==> config.mk <==
export PLATFORM = sky130hd
export DESIGN_NAME = nano_loader
export DESIGN_NICKNAME = d
export VERILOG_FILES = /design/src/rtl/nano_loader.sv
export SDC_FILE = /design/constraint.sdc
export NUM_CORES = 1
export LEC_CHECK = 0
export CORE_MARGIN = 4
export CORE_UTILIZATION = 58
export CTS_CLUSTER_DIAMETER = 120
export DETAILED_ROUTE_END_ITERATION = 8
export MAX_ROUTING_LAYER = met4
export PLACE_DENSITY = 0.85
export SLEW_MARGIN = 5
export SYNTH_ARGS = -nofsm -noshare
export SYNTH_HDL_FRONTEND = slang
export SYNTH_SLANG_ARGS = --single-unit
==> constraint.sdc <==
create_clock -name clk -period 2.95 [get_ports clk]
set_clock_uncertainty 0.05 [all_clocks]
set_input_delay 0.4425 -clock clk [delete_from_list [all_inputs] [get_ports clk]]
set_output_delay 0.4425 -clock clk [all_outputs]
set_load 0.02 [all_outputs]
==> src/rtl/nano_loader.sv <==
// nano_loader: loads a length-prefixed byte stream into the nano core's 256x8
// instruction memory, runs the core, and detects a self-branch halt.
// Latency: a byte accepted in cycle t is written in t+1. Backpressure: in_ready is
// registered from state only; LOAD is never throttled; in_ready=0 while RUN.
// Optional checksum byte after the program when NANO_LOADER_CKSUM_EN is defined.
module nano_loader #(
  parameter int HALT_CYCLES = 4
) (
  input  logic        clk,
  input  logic        reset,
  input  logic        abort,
  input  logic        in_valid,
  input  logic [7:0]  in_data,
  output logic        in_ready,
  output logic        prog_we,
  output logic [7:0]  prog_addr,
  output logic [7:0]  prog_data,
  output logic        core_reset,
  input  logic [7:0]  core_pc,
  output logic        running,
  output logic        halted,
  output logic        error,
  output logic [15:0] cycle_count
);

  typedef enum logic [2:0] {
    S_IDLE,
    S_LOAD,
    S_RUN,
    S_HALT
`ifdef NANO_LOADER_CKSUM_EN
    , S_CHECK
`endif
  } state_t;

  localparam logic [8:0] HALT_LIM = 9'(HALT_CYCLES);

  state_t     state;
  logic [7:0] len;
  logic [7:0] wr_addr;
  logic [7:0] hold;     // length of the current run of identical core_pc samples
  logic [7:0] pc_prev;
  logic       accept;
  logic [8:0] run_len;

`ifdef NANO_LOADER_CKSUM_EN
  logic [7:0] sum;
  logic [7:0] cksum_total;
  assign cksum_total = sum + in_data;
`endif

  assign accept = in_valid & in_ready;

  // Run length including this cycle's sample; hold==0 marks the first sample of a run.
  always_comb begin
    run_len = 9'd1;
    if (hold != 8'd0 && core_pc == pc_prev) begin
      run_len = {1'b0, hold} + 9'd1;
    end
  end

  // Controller FSM; all outputs are registered alongside the state.
  always_ff @(posedge clk) begin
    if (reset) begin
      state       <= S_IDLE;
      in_ready    <= 1'b0;
      prog_we     <= 1'b0;
      prog_addr   <= 8'h00;
      prog_data   <= 8'h00;
      core_reset  <= 1'b1;
      running     <= 1'b0;
      halted      <= 1'b0;
      error       <= 1'b0;
      cycle_count <= 16'h0000;
      len         <= 8'h00;
      wr_addr     <= 8'h00;
      hold        <= 8'h00;
      pc_prev     <= 8'h00;
`ifdef NANO_LOADER_CKSUM_EN
      sum         <= 8'h00;
`endif
    end else begin
      prog_we <= 1'b0;
      if (abort) begin
        state      <= S_IDLE;
        in_ready   <= 1'b1;
        core_reset <= 1'b1;
        running    <= 1'b0;
        halted     <= 1'b0;
      end else begin
        case (state)
          S_IDLE, S_HALT: begin
            in_ready <= 1'b1;
            if (accept) begin
              halted <= 1'b0;
              if (in_data == 8'h00) begin
                error <= 1'b1;
                state <= S_IDLE;
              end else begin
                len         <= in_data;
                error       <= 1'b0;
                cycle_count <= 16'h0000;
                wr_addr     <= 8'h01;
                state       <= S_LOAD;
`ifdef NANO_LOADER_CKSUM_EN
                sum         <= 8'h00;
`endif
              end
            end
          end
          S_LOAD: begin
            if (accept) begin
              prog_we   <= 1'b1;
              prog_addr <= wr_addr;
              prog_data <= in_data;
              wr_addr   <= wr_addr + 8'd1;
`ifdef NANO_LOADER_CKSUM_EN
              sum       <= sum + in_data;
              if (wr_addr == len) begin
                state <= S_CHECK;
              end
`else
              if (wr_addr == len) begin
                state    <= S_RUN;
                running  <= 1'b1;
                in_ready <= 1'b0;
                hold     <= 8'h00;
              end
`endif
            end
          end
`ifdef NANO_LOADER_CKSUM_EN
          S_CHECK: begin
            if (accept) begin
              if (cksum_total == 8'h00) begin
                state    <= S_RUN;
                running  <= 1'b1;
                in_ready <= 1'b0;
                hold     <= 8'h00;
              end else begin
                error <= 1'b1;
                state <= S_IDLE;
              end
            end
          end
`endif
          S_RUN: begin
            // First RUN cycle keeps the core in reset so the last write lands first.
            if (core_reset) begin
              core_reset <= 1'b0;
            end else begin
              if (cycle_count != 16'hFFFF) begin
                cycle_count <= cycle_count + 16'd1;
              end
              pc_prev <= core_pc;
              hold    <= run_len[7:0];
              if (run_len >= HALT_LIM) begin
                state      <= S_HALT;
                running    <= 1'b0;
                halted     <= 1'b1;
                core_reset <= 1'b1;
                in_ready   <= 1'b1;
              end
            end
          end
          default: begin
            state    <= S_IDLE;
            in_ready <= 1'b1;
          end
        endcase
      end
    end
  end

endmodule

==> metrics.log <==
[metrics] CP startpoint kind: flop
[metrics] number of search-and-repair iterations in the first detailed-routing pass: 4
[metrics] initial antenna violation count: 0
[metrics] leakage: roughly 1.5 nW
[metrics] DR iter-0 viols: 178
[metrics] arrival time reported for the critical path endpoint: 2.56 ns
[metrics] max-slew violation count: 0
[metrics] M3 GR Usage: under 10%
[metrics] period utilisation layout: around 79%
[metrics] nets: 500
[metrics] count of pins on the block boundary: 58
[metrics] number of library cell types mapped by synthesis: 59
[metrics] Crit Reg-Reg Startpoint: state[0]$_SDFFE_PP0P_
[metrics] async set or reset register ratio after synthesis: 0%
[metrics] GR Util All Layers: roughly a quarter
[metrics] most frequent cells after synthesis: 72 x sky130_fd_sc_hd__dfxtp_1, 60 x sky130_fd_sc_hd__nand2_1, 38 x sky130_fd_sc_hd__nor2_1, 33 x sky130_fd_sc_hd__a21oi_1, 25 x sky130_fd_sc_hd__mux2i_1
[metrics] status: finished, final reports clean
[metrics] required time of the critical path: between 3 and 4 ns
[metrics] largest net degree at the start of global routing: 46
[metrics] Max rail drop VDD: ~0.36 mV
[metrics] horizontal extent of the die: slightly below 90 µm
[metrics] buffer count from post-CTS setup fixing: 0
[metrics] met2 track demand over resource: 38.90%
[metrics] Antenna Diode Count: 0
[metrics] highest fanout seen on the critical path: 27
[metrics] number of setup violations in the final report: 0
[metrics] kind of capture point of the worst setup path: flop
[metrics] Worst Min Path Start: prog_addr[3]$_SDFFE_PP0P_
[metrics] top cell type by total area after synthesis: sky130_fd_sc_hd__dfxtp_1
[metrics] GRT Residual Overflow: 0
[metrics] die height: 87.45 µm
[metrics] DRC errors left: 0
[metrics] final period demand of the worst path: between 2 and 2.5 ns
[metrics] Root Buffer: sky130_fd_sc_hd__clkbuf_8
[metrics] RSZ-0062 raised after global routing: false
[metrics] fraction of final layout cells sized beyond drive strength 1: about a tenth
[metrics] synthesized area per cell: 8.779 µm²
[metrics] initial core utilization: 60.76%
[metrics] number of max-cap violations: 0
[metrics] number of rows in the core area: 28
[metrics] wire length per cell after detailed routing: 15.57 µm
[metrics] Synth warnings: 0
[metrics] synthesized netlist cell count: 417
[metrics] PostCTS Resize Cnt: 0
[metrics] CTS Buf Count: 9
[metrics] Final Hold Fails: 0
[metrics] type of the worst setup path: reg -> reg
[metrics] area growth from synthesis to layout: 23.58%
[metrics] top-count cell post-synth: sky130_fd_sc_hd__dfxtp_1
[metrics] CTS Sinks: between 70 and 80
[metrics] count of flip-flops with a built-in enable after synthesis: 0
[metrics] GR Layer Usage met1: 29.42%
[metrics] Sum Neg Setup Slack: 0 ns
[metrics] detail-routed via count per cell: about 6.0
[metrics] CTS hold repair buffers: 0
[metrics] top flip-flop cell by instance count after synthesis: sky130_fd_sc_hd__dfxtp_1
[metrics] final wirelength: around 8.6 mm
[metrics] part of the Yosys area used for sequential elements: 39.37%
[metrics] first-pass GRT wire length: around 14 mm
[metrics] Clock Path Buffers: 2
[metrics] post-CTS clock slew at the launch and capture registers of the worst setup and hold paths: around 0.08 ns
[metrics] worst hold path type: reg -> reg
[metrics] number of global-route vias before repair: between 3,000 and 4,000
[metrics] clock tree from TritonCTS: done
[metrics] GPL Wtd Cong: around 0.91
[metrics] Critical Path Start: state[0]$_SDFFE_PP0P_
[metrics] H-tree lvl count: 3
[metrics] area of the core: ~6000 µm²
[metrics] dominant cells by area after synthesis: sky130_fd_sc_hd__dfxtp_1 39%, sky130_fd_sc_hd__mux2i_1 6.8%, sky130_fd_sc_hd__nand2_1 6.2%
[metrics] Post-Syn Nets: around 440
[metrics] PortBufs: 57
[metrics] tightest hold margin: between 0.4 and 0.5 ns
[metrics] area fraction of the dominant cell type after synthesis: around two fifths
[metrics] floorplan die area: between 7000 and 8000 µm²
[metrics] Slew @ Worst Pin: 0.6727 ns
[metrics] post-synthesis instance area: 3661 µm²
[metrics] GRT Max-Usage Layer: met2
[metrics] DR vias: between 3,000 and 4,000
[metrics] Antenna Violating Nets Remaining: 0
[metrics] power density of the placed cells: 465.6 nW/µm²
[metrics] filler instances: 449
[metrics] number of register bits inferred by synthesis: 72
[metrics] clock insertion delay at the later pin of the skew report: about 0.34 ns
[metrics] max-slew headroom at the worst pin: 55.15%
[metrics] half-perimeter wire length of the detailed placement result: 5.923 mm
[metrics] maximum clock rate: approximately 0.43 GHz
-- flip-flops by register name, summed over array words and instances (netlist names) --
register	cells
core_reset	1
prog_data	8
prog_addr	8
halted	1
prog_we	1
error	1
running	1
pc_prev	8
state	2
cycle_count	16
in_ready	1
len	8
wr_addr	8
hold	8
-- area by class of cell --
type / count / area (µm²) / area share [%]
Inverter: 12 / 45.04 / 0.9956
Sequential cell: 72 / 1441 / 31.86
Tap cell: 75 / 93.84 / 2.074
Clock buffer: 9 / 123.9 / 2.738
Multi-Input combinational cell: 315 / 2088 / 46.16
Clock inverter: 6 / 108.9 / 2.406
Timing Repair Buffer: 64 / 623.1 / 13.77
-- final timing paths --
path / end / cells past startpoint / slack (ns)
worst max-delay path: cycle_count[10]$_SDFFE_PP0P_ / 8 / 0.62
worst min-delay path: prog_addr[3]$_SDFFE_PP0P_ / 2 / 0.41
worst max register to register: cycle_count[10]$_SDFFE_PP0P_ / 8 / 0.62
worst min register to register: prog_addr[3]$_SDFFE_PP0P_ / 2 / 0.41
-- worst max-delay path, cell delays in order (launching register included) --
cell                      delay (ns)
sky130_fd_sc_hd__dfxtp_1        0.36
sky130_fd_sc_hd__inv_1          0.06
sky130_fd_sc_hd__ha_1           0.46
sky130_fd_sc_hd__nand3_1        0.16
sky130_fd_sc_hd__a21oi_1        0.22
sky130_fd_sc_hd__o21ai_2        0.06
sky130_fd_sc_hd__buf_4          0.21
sky130_fd_sc_hd__or4_1          0.53
sky130_fd_sc_hd__a21oi_1        0.16
-- report_power, final --
part | internal, mW | total, mW | switching, mW | leakage, nW
clock | 0.556 | 0.926 | 0.371 | 0.119
sequential | 0.982 | 0.993 | 0.0110 | 0.581
combinational | 0.0790 | 0.188 | 0.109 | 0.777
-- placed cells by master, fill, tap and decap left out, drive strengths merged, types with 2 or more instances in the layout --
master	netlist	layout
bufinv	0	3
a2111oi	2	2
xor2	6	6
o211ai	6	6
ha	6	6
o21ai	10	10
nand2	60	60
a21oi	34	34
nor3	5	5
or3	8	8
nor4	11	11
xnor2	18	18
nor2	39	39
dfxtp	72	72
o31ai	12	12
or4	6	6
nand2b	7	7
inv	11	11
clkinv	1	4
o21a	2	2
clkdlybuf4s50	0	57
mux2i	25	25
nand3	15	15
nor2b	2	2
and2	3	3
and3	5	5
clkbuf	9	9
buf	9	7
a31oi	3	3
nand4	11	11
-- metal layers --
metal / up-vias / wire length, µm
li1: 1600 / -
met1: 1593 / 3771
met2: 98 / 4233
met3: 21 / 422
met4: 0 / 182
met5: - / 0
-- cell families (layout without fill, tap and decap cells) --
logic type	Yosys count	in the layout	share of synthesized area [%]
AOI/OAI and AO/OA	79	79	15.79
xor gates and xnor gates	24	24	6.562
adders and majority gates	6	6	2.051
buffers and inverters	30	91	3.588
DFF	72	72	39.37
muxes	25	25	6.835
and+or+nand+nor	181	181	25.80
-- per-stage QoR --
stage | instances | area [µm²] | power, mW | utilization, % | worst slack [ns]
2_1_floorplan | 417 | 3661 | 1.131 | - | 0.9408
3_3_place_gp | 538 | 4292 | 1.196 | 71.22 | 0.5166
3_5_place_dp | 538 | 4292 | 1.200 | 71.22 | 0.4801
4_1_cts | 553 | 4524 | 2.113 | 75.08 | 0.6246
5_1_grt | 553 | 4524 | 2.191 | 75.08 | 0.4524
6_report | 553 | 4524 | 2.106 | 75.08 | 0.6198
Note: power is estimated with default switching activity, not from simulation.
